`src/rtl/irq_pending_ctrl.sv`:
```
// Interrupt pending/enable/delegation unit: synchronised sources, edge/level local
// lines, mie/sie/mideleg/lmode storage and a registered request/ack handshake.
module irq_pending_ctrl #(
  parameter int unsigned XLEN        = 64,
  parameter int unsigned NLOCAL      = 16,
  parameter int unsigned SYNC_STAGES = 2
) (
  input  logic              clk,
  input  logic              rst,
  input  logic              m_time_int,
  input  logic              m_soft_int,
  input  logic              m_ext_int,
  input  logic              s_ext_int,
  input  logic [NLOCAL-1:0] lcl_int,
  input  logic              mip_sel,
  input  logic              sip_sel,
  input  logic              mie_sel,
  input  logic              sie_sel,
  input  logic              mideleg_sel,
  input  logic              lmode_sel,
  input  logic              csr_write,
  input  logic [XLEN-1:0]   data_csr,
  output logic [XLEN-1:0]   csr_rdata,
  input  logic [1:0]        priv,
  input  logic              mstatus_mie,
  input  logic              mstatus_sie,
  output logic              int_req,
  output logic              int_deleg,
  output logic [5:0]        int_cause,
  input  logic              int_ack
);

  localparam int unsigned NIN = NLOCAL + 4;

  function automatic logic [XLEN-1:0] local_bits();
    logic [XLEN-1:0] m;
    m = '0;
    for (int unsigned i = 0; i < NLOCAL; i++) m[16+i] = 1'b1;
    return m;
  endfunction

  localparam logic [XLEN-1:0] MIE_MASK   = local_bits() | XLEN'(12'hAAA);
  localparam logic [XLEN-1:0] DELEG_MASK = local_bits() | XLEN'(12'h222);

  // Lowest priority assigned first so the last matching assignment wins.
  function automatic logic [5:0] pick(input logic [XLEN-1:0] v);
    logic [5:0] c;
    c = '0;
    for (int unsigned i = NLOCAL; i > 0; i--) if (v[16+i-1]) c = 6'(16 + i - 1);
    if (v[5])  c = 6'd5;
    if (v[1])  c = 6'd1;
    if (v[9])  c = 6'd9;
    if (v[7])  c = 6'd7;
    if (v[3])  c = 6'd3;
    if (v[11]) c = 6'd11;
    return c;
  endfunction

  typedef enum logic [1:0] {IDLE, REQ, HOLD} state_t;
  state_t state;

  logic [SYNC_STAGES-1:0][NIN-1:0] sync_q;
  logic [NIN-1:0]    synced;
  logic [NLOCAL-1:0] lcl_s, lcl_prev, lcl_pend, lcl_next, lcl_clr, new_mode, lmode;
  logic              mtip, msip, meip, seip_hw, ssip, stip, seip_sw;
  logic [XLEN-1:0]   mie, mideleg, mip, cand, take_nd, take_dl;
  logic              nd_en, dl_en, any_take, ack_clr, win_deleg;
  logic [5:0]        win_cause;

  assign synced = sync_q[SYNC_STAGES-1];
  assign lcl_s  = synced[NIN-1:4];

  always_ff @(posedge clk) begin
    if (rst) sync_q <= '0;
    else begin
      sync_q[0] <= {lcl_int, s_ext_int, m_ext_int, m_soft_int, m_time_int};
      for (int unsigned s = 1; s < SYNC_STAGES; s++) sync_q[s] <= sync_q[s-1];
    end
  end

  always_comb begin
    mip               = '0;
    mip[1]            = ssip;
    mip[3]            = msip;
    mip[5]            = stip;
    mip[7]            = mtip;
    mip[9]            = seip_sw | seip_hw;
    mip[11]           = meip;
    mip[16 +: NLOCAL] = lcl_pend;
  end

  always_comb begin
    csr_rdata = '0;
    if (mip_sel)          csr_rdata = mip;
    else if (sip_sel)     csr_rdata = mip & mideleg;
    else if (mie_sel)     csr_rdata = mie;
    else if (sie_sel)     csr_rdata = mie & mideleg;
    else if (mideleg_sel) csr_rdata = mideleg;
    else if (lmode_sel)   csr_rdata = XLEN'(lmode);
  end

  always_comb begin
    cand      = mip & mie;
    nd_en     = (priv != 2'd3) || mstatus_mie;
    dl_en     = (priv == 2'd0) || ((priv == 2'd1) && mstatus_sie);
    take_nd   = nd_en ? (cand & ~mideleg) : '0;
    take_dl   = dl_en ? (cand & mideleg) : '0;
    any_take  = (|take_nd) || (|take_dl);
    win_deleg = ~(|take_nd);
    win_cause = pick((|take_nd) ? take_nd : take_dl);
    ack_clr   = (state == REQ) && any_take && int_ack;
  end

  // Lines are evaluated in the mode they will have after this edge; a mode change
  // counts as a clear, and a rising edge in the same cycle still sets the bit.
  always_comb begin
    new_mode = (lmode_sel && csr_write) ? data_csr[NLOCAL-1:0] : lmode;
    lcl_clr  = new_mode ^ lmode;
    if (mip_sel && csr_write) lcl_clr |= ~data_csr[16 +: NLOCAL];
    for (int unsigned i = 0; i < NLOCAL; i++)
      if (ack_clr && (int_cause == 6'(16 + i))) lcl_clr[i] = 1'b1;
    lcl_next = (new_mode & ((lcl_s & ~lcl_prev) | (lcl_pend & ~lcl_clr)))
             | (~new_mode & lcl_s);
  end

  always_ff @(posedge clk) begin
    if (rst) begin
      {mtip, msip, meip, seip_hw, ssip, stip, seip_sw} <= '0;
      lcl_prev <= '0;
      lcl_pend <= '0;
      lmode    <= '0;
      mie      <= '0;
      mideleg  <= '0;
    end else begin
      mtip     <= synced[0];
      msip     <= synced[1];
      meip     <= synced[2];
      seip_hw  <= synced[3];
      lcl_prev <= lcl_s;
      lcl_pend <= lcl_next;
      lmode    <= new_mode;
      if (csr_write && mip_sel) begin
        ssip    <= data_csr[1];
        stip    <= data_csr[5];
        seip_sw <= data_csr[9];
      end
      if (csr_write && sip_sel && mideleg[1]) ssip <= data_csr[1];
      if (csr_write && mie_sel) mie <= data_csr & MIE_MASK;
      if (csr_write && sie_sel) mie <= (mie & ~mideleg) | (data_csr & mideleg);
      if (csr_write && mideleg_sel) mideleg <= data_csr & DELEG_MASK;
    end
  end

  always_ff @(posedge clk) begin
    if (rst) begin
      state     <= IDLE;
      int_req   <= 1'b0;
      int_deleg <= 1'b0;
      int_cause <= '0;
    end else begin
      case (state)
        IDLE: if (any_take) begin
          int_req   <= 1'b1;
          int_cause <= win_cause;
          int_deleg <= win_deleg;
          state     <= REQ;
        end
        REQ: begin
          if (!any_take) begin
            int_req <= 1'b0;
            state   <= IDLE;
          end else if (int_ack) begin
            int_req <= 1'b0;
            state   <= HOLD;
          end else begin
            int_cause <= win_cause;
            int_deleg <= win_deleg;
          end
        end
        default: state <= IDLE;
      endcase
    end
  end

endmodule

```
`config.mk`:
```
export PLATFORM = sky130hd
export DESIGN_NAME = irq_pending_ctrl
export DESIGN_NICKNAME = d
export VERILOG_FILES = /design/src/rtl/irq_pending_ctrl.sv
export SDC_FILE = /design/constraint.sdc
export NUM_CORES = 1
export LEC_CHECK = 0
export BUFFER_PORTS_ARGS = -buffer_cell sky130_fd_sc_hd__buf_2
export CAP_MARGIN = 10
export CORE_MARGIN = 2
export CORE_UTILIZATION = 35
export DETAILED_ROUTE_END_ITERATION = 8
export GPL_ROUTABILITY_DRIVEN = 0
export GPL_TIMING_DRIVEN = 0
export SYNTH_ARGS = -nofsm -noshare
export SYNTH_HDL_FRONTEND = slang
export SYNTH_SLANG_ARGS = --single-unit
```
`constraint.sdc`:
```
create_clock -name clk -period 5.79 [get_ports clk]
set_clock_uncertainty 0.05 [all_clocks]
set_input_delay 0.2895 -clock clk [delete_from_list [all_inputs] [get_ports clk]]
set_output_delay 0.2895 -clock clk [all_outputs]
set_load 0.02 [all_outputs]
```
**Yosys cells after proc, flatten, opt, wreduce, memory -nomap -nowiden**

Index checks and enable logic that the tools add are counted.

- Bits in registers: 188
- Latch bits: 0
- Memory bits (writable): 0
- ROM bits: 0
- Input port bits: 98
- Output and inout port bits: 72
- Word-level logic and storage cells: 172
- Memories kept: 0

- $add $sub $neg: 0
- Multipliers: 0
- Divide/modulo/power cells: 0
- Magnitude comparators: 0
- Eq/ne operators: 23
- Shift operators: 0
- Multiplexer cells: 69
- Bitwise logic cells: 23
- Reduce and logical (&&, ||, !) cells: 39

Operators by type and width:

| kind | count |
|---|---|
| $mux W64 | 8 |
| $and A64 B32 Y64 | 3 |
| $mux W6 | 24 |
| $and A64 B64 Y64 | 2 |
| $reduce_or A64 Y1 | 2 |
| $eq A6 B5 Y1 const B | 16 |
| $and A16 B16 Y16 | 4 |
| $and A32 B64 Y64 | 1 |
| $mux W32 | 2 |
| $not A16 Y16 | 4 |
| $not A32 Y64 | 1 |
| $or A64 B64 Y64 | 1 |
| $mux W16 | 3 |
| $or A16 B16 Y16 | 3 |
| $and A32 B32 Y32 | 1 |
| $logic_and A1 B1 Y1 | 26 |
| $mux W1 | 24 |
| $xor A16 B16 Y16 | 1 |
| $pmux W6 S2 | 1 |
| $ne A2 B2 Y1 const B | 4 |
| $mux W2 | 3 |
| $reduce_bool A2 Y1 | 3 |
| $mux W5 | 1 |
| $eq A2 B1 Y1 const B | 2 |
| other kinds (10) | 14 |

**Depth between registers and ports, before layout**

- Depth after elaboration: 31
- Depth in mapped cells: 10
- Depth with buffers taken out: 8

**Worst setup path before layout**

OpenSTA, ideal clock, no wires.

- Kind: register to register
- Start: register mideleg[23]
- End: register int_cause[0]
- Library setup time: 0.123 ns
- Data arrival time: 2.158 ns
- Required time: 5.617 ns
- Path slack: 3.459 ns
- Cell stages (with the launch flop): 9
- Path buffers: 0
- Period minus slack after synthesis: 2.331 ns
- Cells stage by stage: dfxtp_1 nand3b_2 o2111ai_4 or4_4 or4_1 o21ai_1 a31oi_1 a21oi_2 o211ai_2

- Cells in the longest elaborated chain, start to end: 30
- Elaborated cells between the ends (all ways): 38
- Those cells by class: eq/ne: 2; mux: 29; bitwise: 3; reduce/logical: 4

Ends and longest elaborated chain:

| item | line | source |
|---|---|---|
| start, declared | 66 | `logic [XLEN-1:0] mie, mideleg, mip, cand, take_nd, take_dl;` |
| start signal, assigned | 150 | `if (csr_write && mideleg_sel) mideleg <= data_csr & DELEG_MASK;` |
| $not A32 Y64 | 106 | `take_nd = nd_en ? (cand & ~mideleg) : '0;` |
| $and A64 B64 Y64 | 106 |  |
| $mux W64 | 106 |  |
| $reduce_or A64 Y1 | 108, 110 |  |
| $mux W32 | 110 | `win_cause = pick((\|take_nd) ? take_nd : take_dl);` |
| $mux W5 | 49 | `for (int unsigned i = NLOCAL; i > 0; i--) if (v[16+i-1]) c = 6'(16 + i - 1);` |
| $mux W6 (15 in a row) | 49 |  |
| $mux W6 | 50 | `if (v[5]) c = 6'd5;` |
| $mux W6 | 51 | `if (v[1]) c = 6'd1;` |
| $mux W6 | 52 | `if (v[9]) c = 6'd9;` |
| $mux W6 | 53 | `if (v[7]) c = 6'd7;` |
| $mux W6 | 54 | `if (v[3]) c = 6'd3;` |
| $mux W6 | 55 | `if (v[11]) c = 6'd11;` |
| $mux W6 | 172 | `end else if (int_ack) begin` |
| $mux W6 | 169 | `if (!any_take) begin` |
| $pmux W6 S2 | 161 | `case (state)` |
| end signal, assigned | 164 | `int_cause <= win_cause;` |
| end signal, assigned | 176 | `int_cause <= win_cause;` |
| end, declared | 29 | `output logic [5:0] int_cause,` |

Parallel ways exist; a longest one is shown, timed or not. The select of a mux whose other input is x is not followed.
A chain may end at the register's enable or synchronous reset.

**Final worst setup path**

- Start: input port mie_sel
- End: output port csr_rdata[18]

- Cells in the longest elaborated chain, start to end: 3

Ends and longest elaborated chain:

| item | line | source |
|---|---|---|
| start, declared | 17 | `input logic mie_sel,` |
| $mux W64 | 96 | `else if (mie_sel) csr_rdata = mie;` |
| $mux W64 | 95 | `else if (sip_sel) csr_rdata = mip & mideleg;` |
| $mux W64 | 94 | `if (mip_sel) csr_rdata = mip;` |
| end, declared | 23 | `output logic [XLEN-1:0] csr_rdata,` |

No other way between the ends.

==> flow_summary.yaml <==
status:
  status: "finished clean"
critical_path:
  worstReg2RegStart: "mideleg[25]$_SDFFE_PP0P_"
  worstPathRequired_ps: 5450
  critPathLaunchType: "input port"
  rr_worst_depth: 8
  crit_chain: "clkbuf_1 > nor3b_1 > clkbuf_1 > a22oi_1 > o22ai_1 > buf_2"
  cpPeakStageDelay_ps: 1060
  critical_path_class: "in -> out"
  worstPathArrival_ps: 2740
  cp-end-kind: "primary output"
  cp_common_cell: "clkbuf_1"
  cpLargestDelayFamily: "simple AND/OR/NAND/NOR gates"
  r2r_end: "int_cause[0]$_SDFFE_PP0P_"
  crit_slowest_cell: "nor3b_1"
  critPathMaxFanout: 10
  reg2reg_setup_slack_ps: 2880
  critPathBufInv: 3
routing:
  drtIter0Drc: 646
  dr_total_vias: 6855
  wl_per_cell_microns: 17.9
  final_antenna_net_count: 0
  wl_mm: 23.7
  drc: 0
  vias_per_cell: 5.17
  dr.pass1.iters: 5
floorplanning:
  num_rows: 52
  design.core.area_sq_um: 20400
  die_area_sq_um: 22100
  io_pins: 170
  initial_core_util: 0.359
  die_w_microns: 149
  die_y_microns: 149
synthesis:
  yosys_warnings: 0
  synth_top_family_by_area: "compound AO/OA/AOI/OAI gates"
  ys_ff_latch: 145
  ys.flop_type: "dfxtp_1"
  synthArstFlopShare: 0
  syn_inst: 892
  syn_avg_cell_area_sq_um: 8.19
  muxShareOfSynthArea: 0.0550
  synth_edf_count: 0
  synth-adder-area-share: 0
  synth_cell_types: 73
  synth_compound_area_frac: 0.240
  yosys.area_share.simple: 0.216
  seq_area_frac_synth: 0.397
  synth_xor_xnor_area_share: 0
  netlist_area_sq_um: 7310
layout:
  area_growth_pct: 20.6
  finalNonFillerCells: 1327
  num-fill-cells: 2059
  final_cell_mix: "dfxtp_1, buf_2, nand2_1"
  layout_commonest_cell: "dfxtp_1"
  layout.area.seq_sq_um: 2900
  multi_input_area_sq_um: 3850
  drive_gt1_frac: 0.186
  n_antenna_cell: 0
  fin_nets: 1142
timing:
  rsz0062_at_grt: "false"
  fin_crit_sh: 0.532
  tightest_slew_ps: 1250
  period_needed_ps: 3080
  hold_viol: 0
  fin_tns_setup_ps: 0
  maxSlewHeadroom: 0.166
  drv_slew: 0
  finalSetupViolCount: 0
  clock.fmax_ghz: 0.324
min_path:
  min_from: "m_ext_int"
  min_path_cells: 2
  min_to: "sync_q[2]$_SDFF_PP0_"
  hold_class: "in -> reg"
placement:
  numPortBuffers: 100
  hpwlAfterDp_mm: 18.4
  dp_cells: 1295
grt:
  grt_pass1_vias: 6415
  grt_pass1_wl_mm: 36.6
  grt_overflow: 0
  grt_use_met3: 0.0445
  grt_max_degree: 17
  met2_usage: 0.355
  use_met1: 0.293
  antenna_found_initial: 0
  grt_busiest_layer: "met2"
  gr-usage-all-layers: 0.217
clock_network:
  root_buffer: "clkbuf_16"
  holdBufCountCts: 0
  post_cts_buffers: 0
  cts_buffers: 17
  clockBufferDepth: 2
  h-tree-depth: 4
  cts_sinks: 145
  cts_resized: 0
  clkTransAtPathRegs_ps: 70
  cts_tree: "yes"
  clk_latency_ps: 430
power_and_ir_drop:
  p_per_area_nw_per_um2: 274
  ir_drop_uv: 228
  p_leak_nw: 3.78
run:
  cap_violations: 0
-- registers in the layout, indices dropped and copies added (netlist names), 2 cells and up --
| name | count |
|---|---|
| mie | 22 |
| sync_q | 20 |
| synced | 20 |
| mideleg | 19 |
| lcl_pend | 16 |
| lcl_prev | 16 |
| lmode | 16 |
| int_cause | 5 |
| state | 2 |
-- worst register-to-register path, stage by stage (launching register included) --
cell and delay, ps:
dfxtp_1 340, clkbuf_1 380, o2111ai_1 220, nor2_1 260, clkbuf_1 460, a41oi_2 240
a31oi_1 190, or4b_1 460, o211ai_2 220
-- cell families after synthesis --
| group | Yosys count |
|---|---|
| flip-flops | 145 |
| other | 1 |
| buffers and inverters | 142 |
| multiplexers | 40 |
| AND/OR/NAND/NOR | 305 |
| AO/OA/AOI/OAI | 259 |
-- area by class of cell --
| class | instances | share of cell area |
|---|---|---|
| Inverter | 54 | 0.0230 |
| Clock inverter | 14 | 0.0133 |
| Clock buffer | 18 | 0.0487 |
| Tap cell | 270 | 0.0383 |
| Buffer | 88 | 0.0531 |
| Sequential cell | 145 | 0.329 |
| Multi-Input combinational cell | 637 | 0.437 |
| Timing Repair Buffer | 101 | 0.0572 |
-- stage by stage --
step            util  hold slack [ps]  setup slack (ps)  cell area [sq um]  power, W
2_1_floorplan      -              364              3460               7430   0.00129
3_3_place_gp   0.406              366              2550               8270   0.00140
3_5_place_dp   0.406              371              2690               8270   0.00140
4_1_cts        0.433             16.0              2670               8820   0.00242
5_1_grt        0.433             14.0              2590               8820   0.00251
6_report       0.433             19.4              2710               8820   0.00242
-- how the worst max path moves through the flow --
| stage | startpoint | to | cells after the start |
|---|---|---|---|
| global route | mie_sel | csr_rdata[18] | 6 |
| floorplan | mideleg[23]$_SDFFE_PP0P_ | int_cause[0]$_SDFFE_PP0P_ | 8 |
| finish | mie_sel | csr_rdata[18] | 6 |
| detailed placement | mie_sel | csr_rdata[18] | 6 |
| CTS | mie_sel | csr_rdata[18] | 6 |
| global placement | mie_sel | csr_rdata[4] | 5 |
-- power breakdown --
| group | internal, W | total, W | switching, W |
|---|---|---|---|
| Sequential | 0.00104 | 0.00108 | 0.0000372 |
| Clock | 0.000562 | 0.00103 | 0.000471 |
| Combinational | 0.000112 | 0.000307 | 0.000195 |
-- per-layer routing --
metal	vias to the layer above	share of wire
met5	-	0
met4	0	0.015
met3	26	0.086
met2	302	0.46
met1	3144	0.44
li1	3383	-
-- cells in the mapped netlist (all sizes together) (2+ instances only) --
| library cell | instances | share of area |
|---|---|---|
| a21oi | 74 | 0.052 |
| or4 | 3 | 0.0036 |
| buf | 45 | 0.042 |
| o21ai | 44 | 0.031 |
| a41oi | 4 | 0.0058 |
| a22oi | 23 | 0.024 |
| and2 | 14 | 0.012 |
| o2bb2ai | 2 | 0.0024 |
| nand2 | 77 | 0.040 |
| nor2 | 75 | 0.039 |
| a41o | 8 | 0.011 |
| o211ai | 4 | 0.0048 |
| o22ai | 18 | 0.015 |
| a31oi | 11 | 0.0094 |
| nor2b | 65 | 0.056 |
| and3 | 12 | 0.010 |
| a21o | 22 | 0.023 |
| nor3b | 2 | 0.0021 |
| o21a | 3 | 0.0031 |
| nand3b | 17 | 0.020 |
| clkbuf | 43 | 0.022 |
| nor3 | 6 | 0.0056 |
| nor4 | 3 | 0.0034 |
| o2111ai | 19 | 0.025 |
| a211oi | 8 | 0.0082 |
| a31o | 2 | 0.0024 |
| o41ai | 2 | 0.0034 |
| mux2i | 39 | 0.053 |
| or2 | 5 | 0.0043 |
| nand3 | 21 | 0.014 |
| inv | 54 | 0.028 |
| dfxtp | 145 | 0.40 |
Note: power is estimated with default switching activity, not from simulation.
